--- src/rtl/line_draw_pkg.sv ---
// Shared types and constants for the Bresenham line engine.
package line_draw_pkg;

  typedef enum logic [1:0] {S_IDLE, S_SETUP, S_DRAW, S_FINISH} state_t;

  localparam int COORD_W_DEF  = 9;
  localparam int COLOUR_W_DEF = 8;
  // Two guard bits let 2*err and the signed deltas fit without overflow.
  localparam int ERR_W_EXTRA  = 2;

  function automatic int err_w(input int coord_w);
    return coord_w + ERR_W_EXTRA;
  endfunction

endpackage

--- src/rtl/line_step.sv ---
// One Bresenham step: next x/y/err from the current point and error term.
module line_step
  import line_draw_pkg::*;
#(
  parameter int COORD_W = COORD_W_DEF,
  parameter int EW      = err_w(COORD_W)
) (
  input  logic [COORD_W-1:0]   cur_x,
  input  logic [COORD_W-1:0]   cur_y,
  input  logic signed [EW-1:0] err,
  input  logic signed [EW-1:0] dx,
  input  logic signed [EW-1:0] dy,
  input  logic                 sx_neg,
  input  logic                 sy_neg,
  output logic [COORD_W-1:0]   nxt_x,
  output logic [COORD_W-1:0]   nxt_y,
  output logic signed [EW-1:0] nxt_err
);

  logic signed [EW:0] e2, dx_w, dy_w;
  logic               x_step, y_step;

  assign e2     = $signed({err, 1'b0});
  assign dx_w   = $signed({dx[EW-1], dx});
  assign dy_w   = $signed({dy[EW-1], dy});
  assign x_step = (e2 >= dy_w);
  assign y_step = (e2 <= dx_w);

  assign nxt_err = err + (x_step ? dy : '0) + (y_step ? dx : '0);
  assign nxt_x   = !x_step ? cur_x : (sx_neg ? cur_x - COORD_W'(1) : cur_x + COORD_W'(1));
  assign nxt_y   = !y_step ? cur_y : (sy_neg ? cur_y - COORD_W'(1) : cur_y + COORD_W'(1));

endmodule

--- src/rtl/line_draw_engine.sv ---
// Bresenham line rasteriser streaming pixels over a valid/ready handshake.
// Optional off-screen clipping is enabled with `define LINE_DRAW_CLIP_EN.
module line_draw_engine
  import line_draw_pkg::*;
#(
  parameter int COORD_W  = COORD_W_DEF,
  parameter int COLOUR_W = COLOUR_W_DEF,
  parameter int X_MAX    = 319,
  parameter int Y_MAX    = 239
) (
  input  logic                HCLK,
  input  logic                HRESET,
  input  logic                start,
  input  logic [COORD_W-1:0]  x1,
  input  logic [COORD_W-1:0]  y1,
  input  logic [COORD_W-1:0]  x2,
  input  logic [COORD_W-1:0]  y2,
  input  logic [COLOUR_W-1:0] colour,
  output logic                busy,
  output logic                done,
  output logic                pix_valid,
  input  logic                pix_ready,
  output logic [COORD_W-1:0]  pix_x,
  output logic [COORD_W-1:0]  pix_y,
  output logic [COLOUR_W-1:0] pix_colour
);

  localparam int EW = err_w(COORD_W);
  localparam logic [COORD_W-1:0] XM = COORD_W'(X_MAX);
  localparam logic [COORD_W-1:0] YM = COORD_W'(Y_MAX);

  state_t                state;
  logic [COORD_W-1:0]    cx, cy, ex, ey, nx, ny;
  logic [COLOUR_W-1:0]   col;
  logic signed [EW-1:0]  err, dx, dy, nerr;
  logic signed [EW-1:0]  dxs, dys, adx, ady;
  logic                  sx_neg, sy_neg;
  logic                  cur_vis, nxt_vis, fire, at_end;

  function automatic logic on_screen(input logic [COORD_W-1:0] x, input logic [COORD_W-1:0] y);
    return (x <= XM) && (y <= YM);
  endfunction

`ifdef LINE_DRAW_CLIP_EN
  assign cur_vis = on_screen(cx, cy);
  assign nxt_vis = on_screen(nx, ny);
`else
  // Bounds are evaluated but never suppress a pixel in this build.
  assign cur_vis = 1'b1 | on_screen(cx, cy);
  assign nxt_vis = 1'b1 | on_screen(nx, ny);
`endif

  assign dxs = $signed({2'b00, ex}) - $signed({2'b00, cx});
  assign dys = $signed({2'b00, ey}) - $signed({2'b00, cy});
  assign adx = dxs[EW-1] ? -dxs : dxs;
  assign ady = dys[EW-1] ? -dys : dys;

  // Clipped points carry pix_valid=0 and advance without waiting for ready.
  assign fire   = (state == S_DRAW) && (!pix_valid || pix_ready);
  assign at_end = (cx == ex) && (cy == ey);

  line_step #(.COORD_W(COORD_W), .EW(EW)) u_step (
    .cur_x(cx), .cur_y(cy), .err(err), .dx(dx), .dy(dy),
    .sx_neg(sx_neg), .sy_neg(sy_neg),
    .nxt_x(nx), .nxt_y(ny), .nxt_err(nerr)
  );

  always_ff @(posedge HCLK) begin
    if (HRESET) begin
      state     <= S_IDLE;
      busy      <= 1'b0;
      done      <= 1'b0;
      pix_valid <= 1'b0;
      cx        <= '0;
      cy        <= '0;
      ex        <= '0;
      ey        <= '0;
      col       <= '0;
      err       <= '0;
      dx        <= '0;
      dy        <= '0;
      sx_neg    <= 1'b0;
      sy_neg    <= 1'b0;
    end else begin
      case (state)
        S_IDLE: if (start) begin
          cx    <= x1;
          cy    <= y1;
          ex    <= x2;
          ey    <= y2;
          col   <= colour;
          busy  <= 1'b1;
          state <= S_SETUP;
        end
        S_SETUP: begin
          dx        <= adx;
          dy        <= -ady;
          err       <= adx - ady;
          sx_neg    <= dxs[EW-1];
          sy_neg    <= dys[EW-1];
          pix_valid <= cur_vis;
          state     <= S_DRAW;
        end
        S_DRAW: if (fire) begin
          if (at_end) begin
            pix_valid <= 1'b0;
            done      <= 1'b1;
            state     <= S_FINISH;
          end else begin
            cx        <= nx;
            cy        <= ny;
            err       <= nerr;
            pix_valid <= nxt_vis;
          end
        end
        S_FINISH: begin
          done  <= 1'b0;
          busy  <= 1'b0;
          state <= S_IDLE;
        end
        default: state <= S_IDLE;
      endcase
    end
  end

  assign pix_x      = cx;
  assign pix_y      = cy;
  assign pix_colour = col;

endmodule

--- config.mk ---
export PLATFORM = sky130hd
export DESIGN_NAME = line_draw_engine
export DESIGN_NICKNAME = d
export VERILOG_FILES = /design/src/rtl/line_draw_pkg.sv /design/src/rtl/line_step.sv /design/src/rtl/line_draw_engine.sv
export SDC_FILE = /design/constraint.sdc
export NUM_CORES = 1
export LEC_CHECK = 0
export CAP_MARGIN = 20
export CORE_ASPECT_RATIO = 1.5
export CORE_MARGIN = 2
export CORE_UTILIZATION = 36
export DETAILED_ROUTE_END_ITERATION = 10
export PLACE_DENSITY_LB_ADDON = 0.15
export SLEW_MARGIN = 10
export SYNTH_ARGS = -nofsm -noshare
export SYNTH_HDL_FRONTEND = slang
export SYNTH_SLANG_ARGS = --single-unit
--- constraint.sdc ---
create_clock -name HCLK -period 5.5 [get_ports HCLK]
set_input_delay 1.1 -clock HCLK [delete_from_list [all_inputs] [get_ports HCLK]]
set_output_delay 1.1 -clock HCLK [all_outputs]
set_load 0.02 [all_outputs]
# --- After elaboration in Yosys (flattened, before gate mapping) ---
# Cells that the tools add are included.
word_totals:
  regBits: 84
  ramBits: 0
  mem_count: 0
  mem_bits_ro: 0
  out_inout_bits: 29
  inputBits: 48
  elab_cells: 87
  latchBits: 0
op_classes:
  mul: 0
  n_bitwise: 0
  order_cmp: 2
  div_mod_pow: 0
  n_reduce_logical: 17
  mux: 31
  eq_ne: 11
  n_shift: 0
  n_addsub: 12
op_table:
  columns: ["cell", "n"]
  rows:
  - ["$mux 9", 10]
  - ["$mux 11", 6]
  - ["$pmux 9 s2", 2]
  - ["$add 11x11->11", 2]
  - ["$neg 10->11", 2]
  - ["$pmux 11 s2", 1]
  - ["$sub 9x9->10", 2]
  - ["$add 9x1->9 const B", 2]
  - ["$eq 9x9->1", 2]
  - ["$sub 9x1->9 const B", 2]
  - ["$ge 12x11->1", 1]
  - ["$le 12x11->1", 1]
  - ["$neg 11->11", 1]
  - ["$sub 11x11->11", 1]
  - ["$reduce_and 5->1", 2]
  - ["$reduce_and 3->1", 3]
  - ["$ne 2x2->1 const B", 4]
  - ["$pmux 2 s4", 1]
  - ["$reduce_bool 2->1", 4]
  - ["$mux 2", 3]
  - ["$pmux 1 s2", 3]
  - ["$reduce_and 2->1", 3]
  - ["$mux 1", 5]
  - ["$eq 2x2->1 const B", 2]
  - ["other kinds (6)", 8]

# --- Longest topological paths before layout ---
logic_depth:
  word_depth: 7
  mapped_depth: 23
  ltp_nobuf: 22

# --- Modules after synthesis ---
# From an unflattened synthesis, not the netlist that was laid out.
unflattened:
  hier_cells: 903
  hier_area_um2: 7115.6
by_module_without_submodules:
  columns: ["mod", "area_per_inst_um2", "cells_per_inst", "seq_area_each_um2", "n_inst"]
  rows:
  - ["line_draw_engine", 5073.6, 626, 1681.6, 1]
  - ["line_step", 2042.0, 277, 0.0, 1]

# --- Worst setup path after synthesis ---
# Ideal clock, no wire load.
synth_timing:
  path_kind: "register -> register"
  start: "register err[4]"
  end: "register err[10]"
  arrival_time_ns: 4.007
  path_stages_with_launch: 19
  period_less_slack_ns: 4.098
  required_time_ns: 5.409
  slack_ns: 1.402
  path_cell_list: "dfxtp_1 > ha_1 > a21o_1 > a21o_1 > a21oi_1 > or2_2 > a31oi_1 > clkbuf_1 > nor2_1 > fa_1 > ha_1 > a21o_1 > a21oi_1 > nor2b_1 > o21a_1 > o41ai_1 > o21ai_0 > xor2_1 > a311oi_1"
synth_via:
  elab_chain_cells: 7
synth_lines:
  columns: ["item", "line_no", "source"]
  rows:
  - ["start: declaration", "line_draw_engine.sv:35", "logic signed [EW-1:0] err, dx, dy, nerr;"]
  - ["start signal: assignment", "line_draw_engine.sv:98", "err <= adx - ady;"]
  - ["start signal: assignment", "line_draw_engine.sv:112", "err <= nerr;"]
  - ["$ge 12x11->1", "line_step.sv:26", "assign x_step = (e2 >= dy_w);"]
  - ["$mux 11", "line_step.sv:29", "assign nxt_err = err + (x_step ? dy : '0) + (y_step ? dx : '0);"]
  - ["$add 11x11->11", "line_step.sv:29", null]
  - ["$add 11x11->11 *", "line_step.sv:29", null]
  - ["$mux 11 *", "line_draw_engine.sv:105", "if (at_end) begin"]
  - ["$mux 11 *", "line_draw_engine.sv:104", "S_DRAW: if (fire) begin"]
  - ["$pmux 11 s2 *", "line_draw_engine.sv:85", "case (state)"]
# Every way passes the cells marked *; elsewhere a longest branch is shown, timed or not. The select of a mux whose other input is x is not followed.
# A chain may end at the register's enable or synchronous reset.

# --- Final worst setup path ---
layout_timing:
  start: "register cx[1], in the netlist pix_x[1]"
  end: "register err[10]"
layout_via:
  elab_chain_cells: 5
layout_lines:
  columns: ["item", "line_no", "source"]
  rows:
  - ["start: declaration", "line_draw_engine.sv:33", "logic [COORD_W-1:0] cx, cy, ex, ey, nx, ny;"]
  - ["start signal: assignment", "line_draw_engine.sv:110", "cx <= nx;"]
  - ["$sub 9x9->10", "line_draw_engine.sv:53", "assign dxs = $signed({2'b00, ex}) - $signed({2'b00, cx});"]
  - ["$neg 10->11", "line_draw_engine.sv:55", "assign adx = dxs[EW-1] ? -dxs : dxs;"]
  - ["$mux 11", "line_draw_engine.sv:55", null]
  - ["$sub 11x11->11", "line_draw_engine.sv:98", null]
  - ["$pmux 11 s2", "line_draw_engine.sv:85", null]
# Several ways; a longest one is shown, not always the timed one.

==> impl_metrics.py <==
metrics = {
    "grt": {
        "grt_max_degree": 46,
        "use_met2_pct": 32.8,
        "grtUsageTotal_pct": 18.7,
        "busiest_layer": "met2",
        "grt_use_met3_pct": 2.87,
        "antenna_found_initial": 0,
        "grt_pass1_wl_um": 29900,
        "met1_usage_pct": 22.3,
        "first_global_vias": 5919,
        "overflow": 0,
    },
    "worst_setup_path": {
        "critical_path_buf_inv_count": 1,
        "path_cells": "inv_1 > ha_1 > nor2b_1 > o21ai_0 > a21boi_0 > o21ai_0 > a21oi_1 > a31oi_1 > mux2i_1 > fa_1 > nor2b_1 > o21ai_0 > a21boi_0 > o21ai_0 > a21oi_1 > a21o_1 > a21oi_1 > o22ai_1 > a311oi_1",
        "worst_r2r_endpoint": "err[10]",
        "timing.critical_path.mode_cell": "o21ai_0",
        "end_kind": "register",
        "critPathKind": "register to register",
        "reg2reg_setup_slack_ns": 0.80,
        "start_kind": "register",
        "required_ns": 5.76,
        "path_max_fanout": 6,
        "worstPathArrival_ns": 4.96,
        "critPathTopFamily": "compound AO/OA/AOI/OAI gates",
        "slowest_delay_ns": 0.48,
        "slowest_stage": "mux2i_1",
        "reg2reg_depth": 19,
        "r2r_start": "pix_x[1]",
    },
    "yosys": {
        "synthesis.area_sq_um": 6840,
        "synth_area_per_cell_sq_um": 7.98,
        "synth_nets": 1001,
        "synth_mux_area_share_pct": 2.49,
        "async_reset_ff_share_pct": 0,
        "ys.flop_type": "dfxtp_1",
        "syn_inst": 857,
        "synth-simple-area-share_pct": 19.0,
        "synth_top_family_by_area": "compound AO/OA/AOI/OAI gates",
        "synth_edf_count": 0,
        "ys_seq_area_share_pct": 24.6,
        "synth_warnings": 0,
        "synth_compound_area_share_pct": 21.0,
        "synth_cell_types": 64,
        "synth_adder_area_share_pct": 19.3,
        "synth-seq-cells": 84,
        "synthXorXnorAreaFrac_pct": 7.72,
    },
    "die": {
        "die_area_sq_um": 20100,
        "die_y_um": 173,
        "rows": 61,
        "core_sq_um": 18500,
        "start_util_pct": 36.9,
        "die_w_um": 117,
        "io_pins": 77,
    },
    "flow_run": {
        "cap_violations": 0,
    },
    "timing": {
        "maxSlewHeadroom_pct": 33.7,
        "clock_skew_ns": 0.00988,
        "tns_ns": 0,
        "holdWs_ns": 0.452,
        "rsz0062_at_grt": "no",
        "timing.final.crit_share_pct": 85.4,
        "hold_viol_final": 0,
        "maxSlewViolCount": 0,
        "fmaxAchievable_mhz": 213,
        "worst_slew_pin_slew_ns": 0.995,
        "setup_violations": 0,
        "fin_crit_ns": 4.70,
    },
    "cells_and_area": {
        "final_layout_size_suffix_gt1_share_pct": 4.53,
        "multi_input_area_sq_um": 4760,
        "regArea_sq_um": 1680,
        "synthToLayoutAreaGrowth_pct": 19.5,
        "finalNetCount": 1068,
        "nFillCells": 1883,
        "diodes": 0,
    },
    "cts": {
        "ctsHoldBuffers": 0,
        "post_cts_buffers": 0,
        "clock_sinks": 84,
        "clock-root-buffer": "clkbuf_16",
        "clk_path_buf_depth": 2,
        "numCtsBuffers": 9,
        "cts_tree": "done",
        "h-tree-depth": 3,
        "insertion_delay_ns": 0.35,
        "clkSlewWorstSetupHoldPaths_ns": 0.06,
        "cts_repair_resize_count": 0,
    },
    "route": {
        "dr.pass1.iters": 4,
        "drcViolationCount": 0,
        "via_count": 6035,
        "drtAntennaViolNets": 0,
        "avgViaCountPerCell": 5.11,
        "wl_per_cell_um": 15.4,
        "drt_iter0_markers": 212,
        "wl_um": 18200,
    },
    "place": {
        "portBuffers": 76,
        "routabilityCongestion": 0.850,
        "dpl.hpwl_um": 14300,
    },
    "min_path": {
        "hold_end": "pix_colour[7]",
        "min_from": "pix_colour[7]",
        "hold_path_class": "register to register",
        "holdPathStages": 2,
    },
    "status": {
        "run_status": "complete, no violations",
    },
}
## worst register-to-register path: cells and delay by family (launching register included)
| family | cells | cell delay, ns |
|---|---|---|
| buf+inv | 1 | 0.12 |
| compound gates | 13 | 2.84 |
| fa+ha+maj | 2 | 0.60 |
| simple gates | 2 | 0.20 |
| flops | 1 | 0.38 |
| mux | 1 | 0.48 |
## cells by family (layout without fill, tap and decap cells)
| group | count (synthesis) | in the layout |
|---|---|---|
| and+or+nand+nor | 278 | 278 |
| AOI/OAI and AO/OA | 224 | 224 |
| buffers and inverters | 101 | 172 |
| adders and majority gates | 96 | 96 |
| DFF | 84 | 84 |
| xor gates and xnor gates | 57 | 57 |
| muxes | 17 | 17 |
## placed cells by master, fill, tap and decap left out, drive strengths merged, types with 11 or more instances in the layout
cell type	Yosys	routed
a211oi	30	30
a21o	27	27
a21oi	77	77
buf	3	11
clkdlybuf4s50	0	75
dfxtp	84	84
fa	16	16
ha	80	80
inv	71	72
mux2i	17	17
nand2	88	88
nand2b	14	14
nand3	11	11
nor2	88	88
nor2b	16	16
nor3	16	16
o21a	11	11
o21ai	36	36
xnor2	31	31
xor2	25	25
## worst max path at each step
stage | from | to | slack (ns) | cells after the start
3_3_place_gp | pix_x[1] | err[10] | 0.88 | 19
2_1_floorplan | err[4] | err[10] | 1.40 | 18
5_1_grt | pix_x[1] | err[9] | 0.41 | 20
6_report | pix_x[1] | err[10] | 0.80 | 19
3_5_place_dp | pix_x[1] | err[10] | 0.83 | 19
4_1_cts | pix_x[1] | err[10] | 0.78 | 19
## sequential cells by signal, summed over array words and instances (netlist names)
name        count
busy            1
err            11
dy             11
sx_neg          1
pix_colour      8
pix_x           9
ey              9
state           2
pix_y           9
done            1
ex              9
pix_valid       1
dx             11
sy_neg          1
## per-stage QoR
stage | instance area, sq um | setup WS, ns | utilization [%] | std cells
after floorplan | 6840 | 1.40 | - | 857
after global placement | 7850 | 0.876 | 42.3 | 1165
after detailed placement | 7850 | 0.831 | 42.3 | 1165
after CTS | 8170 | 0.777 | 44.0 | 1180
after global routing | 8170 | 0.411 | 44.0 | 1180
final | 8170 | 0.803 | 44.0 | 1180
## cell usage after synthesis, types with 2 or more instances
cell,number,share of area [%]
a21oi_1,75,5.5
o31ai_1,2,0.22
a21o_1,27,3.0
inv_1,71,3.9
or3_1,4,0.37
and3_1,10,0.91
o311ai_0,3,0.38
nand4_1,9,0.82
nor3b_1,3,0.33
dfxtp_1,84,25
and2_1,6,0.55
xnor2_1,30,3.8
a21oi_2,2,0.26
a31oi_1,9,0.82
clkbuf_1,26,1.4
nand2b_1,14,1.3
o2bb2ai_1,3,0.38
a311oi_1,2,0.26
buf_1,2,0.11
a211oi_1,30,3.3
nor2_1,88,4.8
nor4_1,2,0.18
ha_1,80,15
mux2i_1,17,2.5
a31o_2,2,0.26
o211ai_1,3,0.33
nor2b_1,16,1.5
o21a_1,11,1.2
nand2_1,87,4.8
or2_2,2,0.18
o22ai_1,4,0.37
nor3_1,15,1.1
o21ai_0,36,2.6
fa_1,16,4.7
o41ai_1,2,0.26
nand3_1,11,0.81
a21boi_0,3,0.33
xor2_1,24,3.1
## metal layers
metal  routed length (um)  share of wire (%)
met5                    0                  0
met4                  676                3.7
met3                  485                2.7
met2                 9290                 51
met1                 7730                 43
## cell type report
class / instances / share of cell area [%]
inverters: 71 / 3.26
well taps: 252 / 3.86
repair buffers: 86 / 10.2
multi-input cells: 672 / 58.3
clock inverters: 6 / 1.09
flip-flops and latches: 84 / 20.6
clock buffers: 9 / 2.76
Power is left out: the tool's default activity adds up to more than one toggle a clock period on the data nets, which glitch-free logic cannot reach.
